File: src/rtl/rf_writeback_ctrl_pkg.sv
// ---------------------------------------------------------------------------
// rf_writeback_ctrl_pkg
// Shared definitions for the register-file writeback controller.
//   REG_AW     : register address width (5 -> 32 integer registers)
//   DATA_W     : register data width (32)
//   NUM_REGS   : number of architectural registers
//   wb_entry_t : one queued long-latency result {rd, data, live}
//                live = 0 means the entry was killed by a younger
//                pipeline write to the same register (or is unoccupied).
// ---------------------------------------------------------------------------
package rf_writeback_ctrl_pkg;

    localparam int REG_AW   = 5;
    localparam int DATA_W   = 32;
    localparam int NUM_REGS = 1 << REG_AW;

    typedef struct packed {
        logic [REG_AW-1:0] rd;
        logic [DATA_W-1:0] data;
        logic              live;
    } wb_entry_t;

endpackage

File: src/rtl/rf_writeback_ctrl_if.sv
// ---------------------------------------------------------------------------
// rf_writeback_ctrl_if
// Bundles the writeback controller's pipeline, long-latency handshake,
// register-file write port and status signals.
//   master : the environment (pipeline WB stage, long-latency unit,
//            register file and hazard unit)
//   slave  : the writeback controller itself
// Parameter DEPTH sizes fifo_cnt and must match the controller's DEPTH.
// ---------------------------------------------------------------------------
interface rf_writeback_ctrl_if #(
    parameter int DEPTH = 4
);
    import rf_writeback_ctrl_pkg::*;

    logic                    pipe_we;
    logic [REG_AW-1:0]       pipe_rd;
    logic [DATA_W-1:0]       pipe_wd;
    logic                    lu_valid;
    logic                    lu_ready;
    logic [REG_AW-1:0]       lu_rd;
    logic [DATA_W-1:0]       lu_wd;
    logic                    rf_we;
    logic [REG_AW-1:0]       rf_a3;
    logic [DATA_W-1:0]       rf_wd;
    logic [NUM_REGS-1:0]     busy_mask;
    logic                    pipe_stall_req;
    logic [$clog2(DEPTH):0]  fifo_cnt;

    modport master (
        output pipe_we, pipe_rd, pipe_wd, lu_valid, lu_rd, lu_wd,
        input  lu_ready, rf_we, rf_a3, rf_wd, busy_mask, pipe_stall_req, fifo_cnt
    );

    modport slave (
        input  pipe_we, pipe_rd, pipe_wd, lu_valid, lu_rd, lu_wd,
        output lu_ready, rf_we, rf_a3, rf_wd, busy_mask, pipe_stall_req, fifo_cnt
    );

endinterface

File: src/rtl/rf_writeback_ctrl_wb_fifo.sv
// ---------------------------------------------------------------------------
// wb_fifo
// Circular buffer of long-latency results waiting for the register-file
// write port. Entries can be killed in place (WAW with a younger pipeline
// write); killed entries still occupy a slot until popped.
// Ports:
//   clk, rst             : clock, asynchronous active-high reset
//   push, push_rd/data   : enqueue request (ignored when full)
//   pop                  : dequeue head (ignored when empty)
//   kill_en, kill_rd     : mark every live entry with rd == kill_rd dead
//   head                 : current head entry
//   empty, full, count   : occupancy, killed entries included
//   live_mask            : bit r set while a live entry targets register r
//   any_live             : at least one live entry is queued
// ---------------------------------------------------------------------------
module wb_fifo
    import rf_writeback_ctrl_pkg::*;
#(
    parameter int DEPTH = 4
) (
    input  logic                   clk,
    input  logic                   rst,
    input  logic                   push,
    input  logic [REG_AW-1:0]      push_rd,
    input  logic [DATA_W-1:0]      push_data,
    input  logic                   pop,
    input  logic                   kill_en,
    input  logic [REG_AW-1:0]      kill_rd,
    output wb_entry_t              head,
    output logic                   empty,
    output logic                   full,
    output logic [$clog2(DEPTH):0] count,
    output logic [NUM_REGS-1:0]    live_mask,
    output logic                   any_live
);

    localparam int PW = $clog2(DEPTH);
    localparam int CW = PW + 1;
    localparam logic [CW-1:0] FULL_CNT = CW'(DEPTH);
    localparam logic [CW-1:0] CNT_ONE  = CW'(1);
    localparam logic [PW-1:0] PTR_ONE  = PW'(1);

    wb_entry_t       mem [DEPTH];
    logic [PW-1:0]   wr_ptr;
    logic [PW-1:0]   rd_ptr;
    logic [CW-1:0]   cnt;
    logic            do_push;
    logic            do_pop;

    assign empty   = (cnt == '0);
    assign full    = (cnt == FULL_CNT);
    assign do_push = push && !full;
    assign do_pop  = pop && !empty;
    assign head    = mem[rd_ptr];
    assign count   = cnt;

    // Storage, pointers and occupancy. Kills are applied first, then the
    // popped slot is retired and the pushed slot written; a slot that is
    // pushed this edge was free, so the fresh entry is never hit by the kill.
    // Retiring a popped slot clears its live bit so stale slots never show
    // up in the live mask.
    always_ff @(posedge clk or posedge rst) begin
        if (rst) begin
            wr_ptr <= '0;
            rd_ptr <= '0;
            cnt    <= '0;
            for (int i = 0; i < DEPTH; i++) begin
                mem[i] <= '0;
            end
        end else begin
            for (int i = 0; i < DEPTH; i++) begin
                if (kill_en && mem[i].live && (mem[i].rd == kill_rd)) begin
                    mem[i].live <= 1'b0;
                end
            end
            if (do_pop) begin
                mem[rd_ptr].live <= 1'b0;
                rd_ptr           <= rd_ptr + PTR_ONE;
            end
            if (do_push) begin
                mem[wr_ptr] <= '{rd: push_rd, data: push_data, live: 1'b1};
                wr_ptr      <= wr_ptr + PTR_ONE;
            end
            case ({do_push, do_pop})
                2'b10:   cnt <= cnt + CNT_ONE;
                2'b01:   cnt <= cnt - CNT_ONE;
                default: cnt <= cnt;
            endcase
        end
    end

    // Live-register mask for the hazard unit; register 0 is never busy.
    always_comb begin
        live_mask = '0;
        for (int i = 0; i < DEPTH; i++) begin
            if (mem[i].live) begin
                live_mask[mem[i].rd] = 1'b1;
            end
        end
        live_mask[0] = 1'b0;
    end

    assign any_live = |live_mask;

endmodule

File: src/rtl/rf_writeback_ctrl.sv
// ---------------------------------------------------------------------------
// rf_writeback_ctrl
// Single driver of the integer register file's write port. Each cycle the
// pipeline WB stage has priority; otherwise the head of the long-latency
// result FIFO is written. A starvation counter asks the pipeline for
// bubbles when queued results have waited too long.
// Ports:
//   clk   : clock, rising edge
//   rst   : asynchronous active-high reset
//   bus   : rf_writeback_ctrl_if.slave
//           pipe_we/pipe_rd/pipe_wd       pipeline writeback
//           lu_valid/lu_ready/lu_rd/lu_wd long-latency handshake
//           rf_we/rf_a3/rf_wd             register file WE3/A3/WD3
//           busy_mask, pipe_stall_req, fifo_cnt  status
// Parameters: DEPTH (FIFO entries, power of two, >= 2),
//             STARVE_MAX (pipeline-win cycles before a stall request).
// Build option: define WB_BYPASS_EN to let a long-latency result go straight
// to the write port when the FIFO is empty and the pipeline is not writing.
// ---------------------------------------------------------------------------
module rf_writeback_ctrl
    import rf_writeback_ctrl_pkg::*;
#(
    parameter int DEPTH      = 4,
    parameter int STARVE_MAX = 8
) (
    input  logic                 clk,
    input  logic                 rst,
    rf_writeback_ctrl_if.slave   bus
);

    localparam int CW = $clog2(DEPTH) + 1;
    localparam int SW = $clog2(STARVE_MAX + 1);
    localparam logic [SW-1:0] STARVE_LIM = SW'(STARVE_MAX);
    localparam logic [SW-1:0] STARVE_ONE = SW'(1);

    logic                pipe_sel;
    logic                bypass;
    logic                push;
    logic                head_pop;
    logic                head_write;
    wb_entry_t           head;
    logic                empty;
    logic                full;
    logic [CW-1:0]       count;
    logic [NUM_REGS-1:0] live_mask;
    logic                any_live;
    logic [SW-1:0]       starve_cnt;

    assign pipe_sel     = bus.pipe_we && (bus.pipe_rd != '0);
    assign bus.lu_ready = !full && !rst;

`ifdef WB_BYPASS_EN
    assign bypass = empty && !pipe_sel && bus.lu_valid && (bus.lu_rd != '0) && !rst;
`else
    assign bypass = 1'b0;
`endif

    // Results for r0 are accepted but dropped; bypassed results never queue.
    assign push       = bus.lu_valid && bus.lu_ready && (bus.lu_rd != '0) && !bypass;
    // The head leaves whenever the pipeline leaves the port free, even when
    // it was killed; a killed head just burns that cycle without a write.
    assign head_pop   = !pipe_sel && !empty && !rst;
    assign head_write = head_pop && head.live;

    wb_fifo #(
        .DEPTH (DEPTH)
    ) u_fifo (
        .clk       (clk),
        .rst       (rst),
        .push      (push),
        .push_rd   (bus.lu_rd),
        .push_data (bus.lu_wd),
        .pop       (head_pop),
        .kill_en   (pipe_sel),
        .kill_rd   (bus.pipe_rd),
        .head      (head),
        .empty     (empty),
        .full      (full),
        .count     (count),
        .live_mask (live_mask),
        .any_live  (any_live)
    );

    // Write-port mux: pipeline first, then a live FIFO head, then (if built
    // in) the bypassed long-latency result. Nothing is written during reset.
    always_comb begin
        bus.rf_we = 1'b0;
        bus.rf_a3 = '0;
        bus.rf_wd = '0;
        if (!rst) begin
            if (pipe_sel) begin
                bus.rf_we = 1'b1;
                bus.rf_a3 = bus.pipe_rd;
                bus.rf_wd = bus.pipe_wd;
            end else if (head_write) begin
                bus.rf_we = 1'b1;
                bus.rf_a3 = head.rd;
                bus.rf_wd = head.data;
            end else if (bypass) begin
                bus.rf_we = 1'b1;
                bus.rf_a3 = bus.lu_rd;
                bus.rf_wd = bus.lu_wd;
            end
        end
    end

    // Starvation counter: counts cycles the pipeline wins while live results
    // wait, saturating at STARVE_MAX. It restarts once a live result is
    // written or nothing live remains queued.
    always_ff @(posedge clk or posedge rst) begin
        if (rst) begin
            starve_cnt <= '0;
        end else if (!any_live || head_write) begin
            starve_cnt <= '0;
        end else if (pipe_sel && (starve_cnt < STARVE_LIM)) begin
            starve_cnt <= starve_cnt + STARVE_ONE;
        end
    end

    assign bus.pipe_stall_req = !rst && (starve_cnt >= STARVE_LIM);
    assign bus.busy_mask      = live_mask;
    assign bus.fifo_cnt       = count;

endmodule

File: src/flat_wrapper.sv
// flat-port wrapper written by rule: the top's interface ports become plain ports
module rf_writeback_ctrl_flat import rf_writeback_ctrl_pkg::*;
#(
    parameter int DEPTH      = 4,
    parameter int STARVE_MAX = 8
)
  (clk, rst, bus_pipe_we, bus_pipe_rd, bus_pipe_wd, bus_lu_valid, bus_lu_rd, bus_lu_wd, bus_lu_ready, bus_rf_we, bus_rf_a3, bus_rf_wd, bus_busy_mask, bus_pipe_stall_req, bus_fifo_cnt);
  rf_writeback_ctrl_if #(.DEPTH(DEPTH)) bus_i ();
  input  logic clk;
  input  logic rst;
  input wire logic [$bits(bus_i.pipe_we)-1:0] bus_pipe_we;
  input wire logic [$bits(bus_i.pipe_rd)-1:0] bus_pipe_rd;
  input wire logic [$bits(bus_i.pipe_wd)-1:0] bus_pipe_wd;
  input wire logic [$bits(bus_i.lu_valid)-1:0] bus_lu_valid;
  input wire logic [$bits(bus_i.lu_rd)-1:0] bus_lu_rd;
  input wire logic [$bits(bus_i.lu_wd)-1:0] bus_lu_wd;
  output wire logic [$bits(bus_i.lu_ready)-1:0] bus_lu_ready;
  output wire logic [$bits(bus_i.rf_we)-1:0] bus_rf_we;
  output wire logic [$bits(bus_i.rf_a3)-1:0] bus_rf_a3;
  output wire logic [$bits(bus_i.rf_wd)-1:0] bus_rf_wd;
  output wire logic [$bits(bus_i.busy_mask)-1:0] bus_busy_mask;
  output wire logic [$bits(bus_i.pipe_stall_req)-1:0] bus_pipe_stall_req;
  output wire logic [$bits(bus_i.fifo_cnt)-1:0] bus_fifo_cnt;
  assign bus_i.pipe_we = bus_pipe_we;
  assign bus_i.pipe_rd = bus_pipe_rd;
  assign bus_i.pipe_wd = bus_pipe_wd;
  assign bus_i.lu_valid = bus_lu_valid;
  assign bus_i.lu_rd = bus_lu_rd;
  assign bus_i.lu_wd = bus_lu_wd;
  assign bus_lu_ready = bus_i.lu_ready;
  assign bus_rf_we = bus_i.rf_we;
  assign bus_rf_a3 = bus_i.rf_a3;
  assign bus_rf_wd = bus_i.rf_wd;
  assign bus_busy_mask = bus_i.busy_mask;
  assign bus_pipe_stall_req = bus_i.pipe_stall_req;
  assign bus_fifo_cnt = bus_i.fifo_cnt;
  rf_writeback_ctrl #(.DEPTH(DEPTH), .STARVE_MAX(STARVE_MAX)) u_core (.clk(clk), .rst(rst), .bus(bus_i));
endmodule
File: config.mk
export PLATFORM = sky130hd
export DESIGN_NAME = rf_writeback_ctrl_flat
export DESIGN_NICKNAME = d
export VERILOG_FILES = /design/src/rtl/rf_writeback_ctrl_pkg.sv /design/src/rtl/rf_writeback_ctrl_if.sv /design/src/rtl/rf_writeback_ctrl_wb_fifo.sv /design/src/rtl/rf_writeback_ctrl.sv /design/src/flat_wrapper.sv
export SDC_FILE = /design/constraint.sdc
export NUM_CORES = 1
export LEC_CHECK = 0
export BUFFER_PORTS_ARGS = -buffer_cell sky130_fd_sc_hd__buf_2
export CORE_UTILIZATION = 30
export DETAILED_ROUTE_END_ITERATION = 10
export MAX_ROUTING_LAYER = met4
export PLACE_DENSITY = 0.59
export RECOVER_POWER = 25
export SYNTH_ARGS = -nofsm -noshare
export SYNTH_HDL_FRONTEND = slang
export SYNTH_SLANG_ARGS = --single-unit
File: constraint.sdc
create_clock -name clk -period 10.9 [get_ports clk]
set_input_delay 1.09 -clock clk [delete_from_list [all_inputs] [get_ports clk]]
set_output_delay 1.09 -clock clk [all_outputs]
set_load 0.02 [all_outputs]
==> results.py <==
metrics = {
    "logic_synthesis": {
        "postSynthAreaPerCell_um2": 12.5,
        "ys_top_cells_by_area": "dfrtp_1 43%, mux2_2 18%, mux4_2 9.0%, a22oi_2 4.0%, buf_2 1.9%",
        "ys_warn_count": 0,
        "seq_area_frac_synth_pct": 43.0,
        "synthMuxAreaShare_pct": 26.9,
        "yosys.area.top_type_share_pct": 43.0,
        "yosys.area_share.simple_pct": 10.7,
        "async_flop_share_pct": 100,
        "synth_compound_area_share_pct": 10.8,
        "synthesis.area_um2": 9480,
        "ys.flop_type": "dfrtp_1",
        "yosys.area.top_type": "dfrtp_1",
        "synth_top_family_by_area": "multiplexers",
        "syn_inst": 757,
        "synth_adder_area_share_pct": 1.66,
        "synth.distinct_cells": 65,
        "ys_seq_elements": 163,
        "synth_nets": 847,
        "synth_edf_count": 0,
        "synthXorXnorAreaFrac_pct": 2.49,
    },
    "sta": {
        "grt_setup_unrepaired": "no",
        "tightest_slew_ps": 2480,
        "fin_tns_setup_ps": 0,
        "period_needed_ps": 6020,
        "slew_headroom_pct": -65.0,
        "fmax_ghz": 0.166,
        "maxSlewViolCount": 42,
        "finalHoldViolations": 0,
        "setup_viol": 0,
        "fin_crit_sh_pct": 55.2,
        "fin_skew_ps": 9.03,
    },
    "global_route": {
        "grt_use_total_pct": 17.3,
        "antenna_found_initial": 5,
        "grt-ovfl-total": 0,
        "grt_start_max_net_pins": 91,
        "grt_pass1_wl_um": 42100,
        "grt_pass1_vias": 7003,
    },
    "run_status": {
        "failed_checks": "DRC, capacitance limit, slew limit",
        "status": "complete, but fails checks",
    },
    "critical_path": {
        "worstReg2RegStart": "u_core.u_fifo.mem[74]$_DFFE_PP0P_",
        "cp_slowest_cell": "clkbuf_1",
        "required_ps": 9810,
        "timing.critical_path.from": "rst",
        "cp_slowest_stage_delay_ps": 1730,
        "arrival_ps": 4930,
        "critPathTopFamily": "buffers and inverters",
        "cp_num_buf_inv": 4,
        "cp_max_fo": 41,
        "critPathKind": "input port to output port",
        "worstPathCellList": "buf_2 -> clkbuf_1 -> nor3_1 -> and2_2 -> buf_4 -> a22oi_1 -> nor2_1 -> buf_2",
        "critPathMostFrequentCell": "buf_2",
        "start_kind": "input port",
        "critPathCaptureType": "output port",
    },
    "route": {
        "vias_per_cell": 5.37,
        "drt-total-wl_um": 26200,
        "drtIter0Drc": 629,
        "drc": 20,
        "vias": 6889,
        "wl_per_cell_um": 20.4,
        "postRouteAntennaNets": 0,
        "dr.pass1.iters": 9,
    },
    "placed_design": {
        "port_buffers": 151,
        "routabilityCongestion": 0.936,
        "dpl.hpwl_um": 17900,
        "place_area_um2": 10500,
    },
    "die": {
        "die_w_um": 180,
        "start_util_pct": 30.8,
        "num_rows": 64,
        "boundaryPins": 153,
        "coreArea_um2": 30800,
        "die_y_um": 180,
        "die_area_um2": 32300,
    },
    "finish": {
        "final_nets": 958,
        "layout.core_utilization_pct": 35.8,
        "drive_above_1_share_pct": 48.4,
        "final_area_um2": 11000,
        "area_growth_pct": 16.5,
        "nFillCells": 3079,
    },
    "min_path": {
        "min-delay-start": "u_core.u_fifo.mem[67]$_DFFE_PP0P_",
        "hp-class": "flip-flop to flip-flop",
    },
    "clocking": {
        "cts_root_buf": "clkbuf_16",
        "hold_buffers": 0,
        "post_cts_buffers": 0,
        "clkLatencyLatePin_ps": 420,
        "clk_pin_slew_ps": 60,
        "cts_sinks": 163,
        "cts_buffer_depth": 2,
        "cts_tree": "built",
        "cts_resized": 0,
        "cts_buffers": 17,
        "htreeDepth": 4,
    },
    "job": {
        "cap_viol_max_count": 1,
    },
    "power_and_ir_drop": {
        "p_per_area_nw_per_um2": 290,
        "p_leak_nw": 4.84,
        "ir_worst_vdd_uv": 154,
    },
}
cell usage after synthesis, types with 5 or more instances:
cell       instances
dfrtp_1          163
mux2_2           148
nor2_1            42
mux4_2            38
buf_2             36
a22oi_2           30
nand2_1           29
clkbuf_1          21
inv_1             15
xor2_1            14
a221o_1           13
xnor2_1           13
a211o_1           12
a22oi_1           11
ha_1              11
o22ai_1           11
nor2_2            10
nor3_1            10
nor2b_1            9
nor3b_1            9
nand4_1            6
nand4b_1           6
nor4bb_1           6
o2bb2ai_1          6
a22o_1             5
and2_1             5
buf_1              5
nand2b_1           5
nand3_1            5
sequential cells by signal (all words and copies together) (netlist names):
register,cells
u_core.u_fifo.mem,152
u_core.starve_cnt,4
u_core.u_fifo.rd_ptr,2
u_core.u_fifo.count,3
u_core.u_fifo.wr_ptr,2
cells in the final DEF (no fill, tap or decap), types with 12 or more instances in the layout:
cell | Yosys | final
dfrtp_1 | 163 | 161
mux2_2 | 148 | 148
buf_2 | 36 | 148
nor2_1 | 42 | 42
mux4_2 | 38 | 38
a22oi_2 | 30 | 30
nand2_1 | 29 | 26
clkbuf_16 | 0 | 17
inv_1 | 15 | 14
xor2_1 | 14 | 14
a221o_1 | 13 | 13
xnor2_1 | 13 | 13
a211o_1 | 12 | 12
layout make-up:
| class | count | area [µm²] | area share [%] |
|---|---|---|---|
| inverter | 15 | 61.3 | 0.555 |
| antenna | 6 | 15.0 | 0.136 |
| clock inverter | 9 | 104 | 0.940 |
| clock buffer | 23 | 478 | 4.33 |
| tap | 396 | 495 | 4.49 |
| multi-input combinational | 510 | 4990 | 45.1 |
| sequential | 163 | 4080 | 37.0 |
| timing repair buffer | 161 | 823 | 7.45 |
worst register-to-register path, stage by stage (launching register included):
cell	delay, ps
dfrtp_1	740
and4b_1	290
a22o_1	230
a211o_1	290
or4_1	590
nor4_4	440
a211oi_1	160
kinds of logic after synthesis:
logic type,Yosys count
simple gates,172
other cells,1
fa+ha+maj,12
xor+xnor,27
mux,189
buf+inv,84
flops,163
compound gates,109
layer usage:
layer  track usage (%)  routed length (µm)
met3              3.50                1640
met1              22.6               11600
met4              4.66                 345
met2              27.3               12600
met5                 -                   0
stage by stage:
stage | instances | hold WS (ps) | worst slack, ps | power, W
2_1_floorplan | 757 | 474 | 4730 | 0.00223
3_3_place_gp | 1245 | 482 | 5680 | 0.00261
3_5_place_dp | 1245 | 487 | 5630 | 0.00263
4_1_cts | 1277 | 501 | 5620 | 0.00323
5_1_grt | 1282 | 510 | 4410 | 0.00341
6_report | 1283 | 499 | 4880 | 0.00320
power by group:
group	switching, W	internal (W)	total [W]
clock network	0.000233	0.000354	0.000588
logic	0.000697	0.000714	0.00141
registers	0.000300	0.000905	0.00121
total	0.00123	0.00197	0.00320
final timing paths:
kind                            depth (start not counted)                             endpoint  slack [ps]
worst max-delay path                                    8                        bus_rf_wd[29]        4880
worst min-delay path                                    1    u_core.u_fifo.mem[67]$_DFFE_PP0P_         500
worst max register to register                          6     u_core.starve_cnt[2]$_DFFE_PP0P_        8010
worst min register to register                          1    u_core.u_fifo.mem[67]$_DFFE_PP0P_         500
max in group asynchronous                               4    u_core.u_fifo.mem[40]$_DFFE_PP0P_        7180
min in group asynchronous                               3  u_core.u_fifo.rd_ptr[1]$_DFFE_PP0P_        2230
Power figures use the tool's default switching activity.
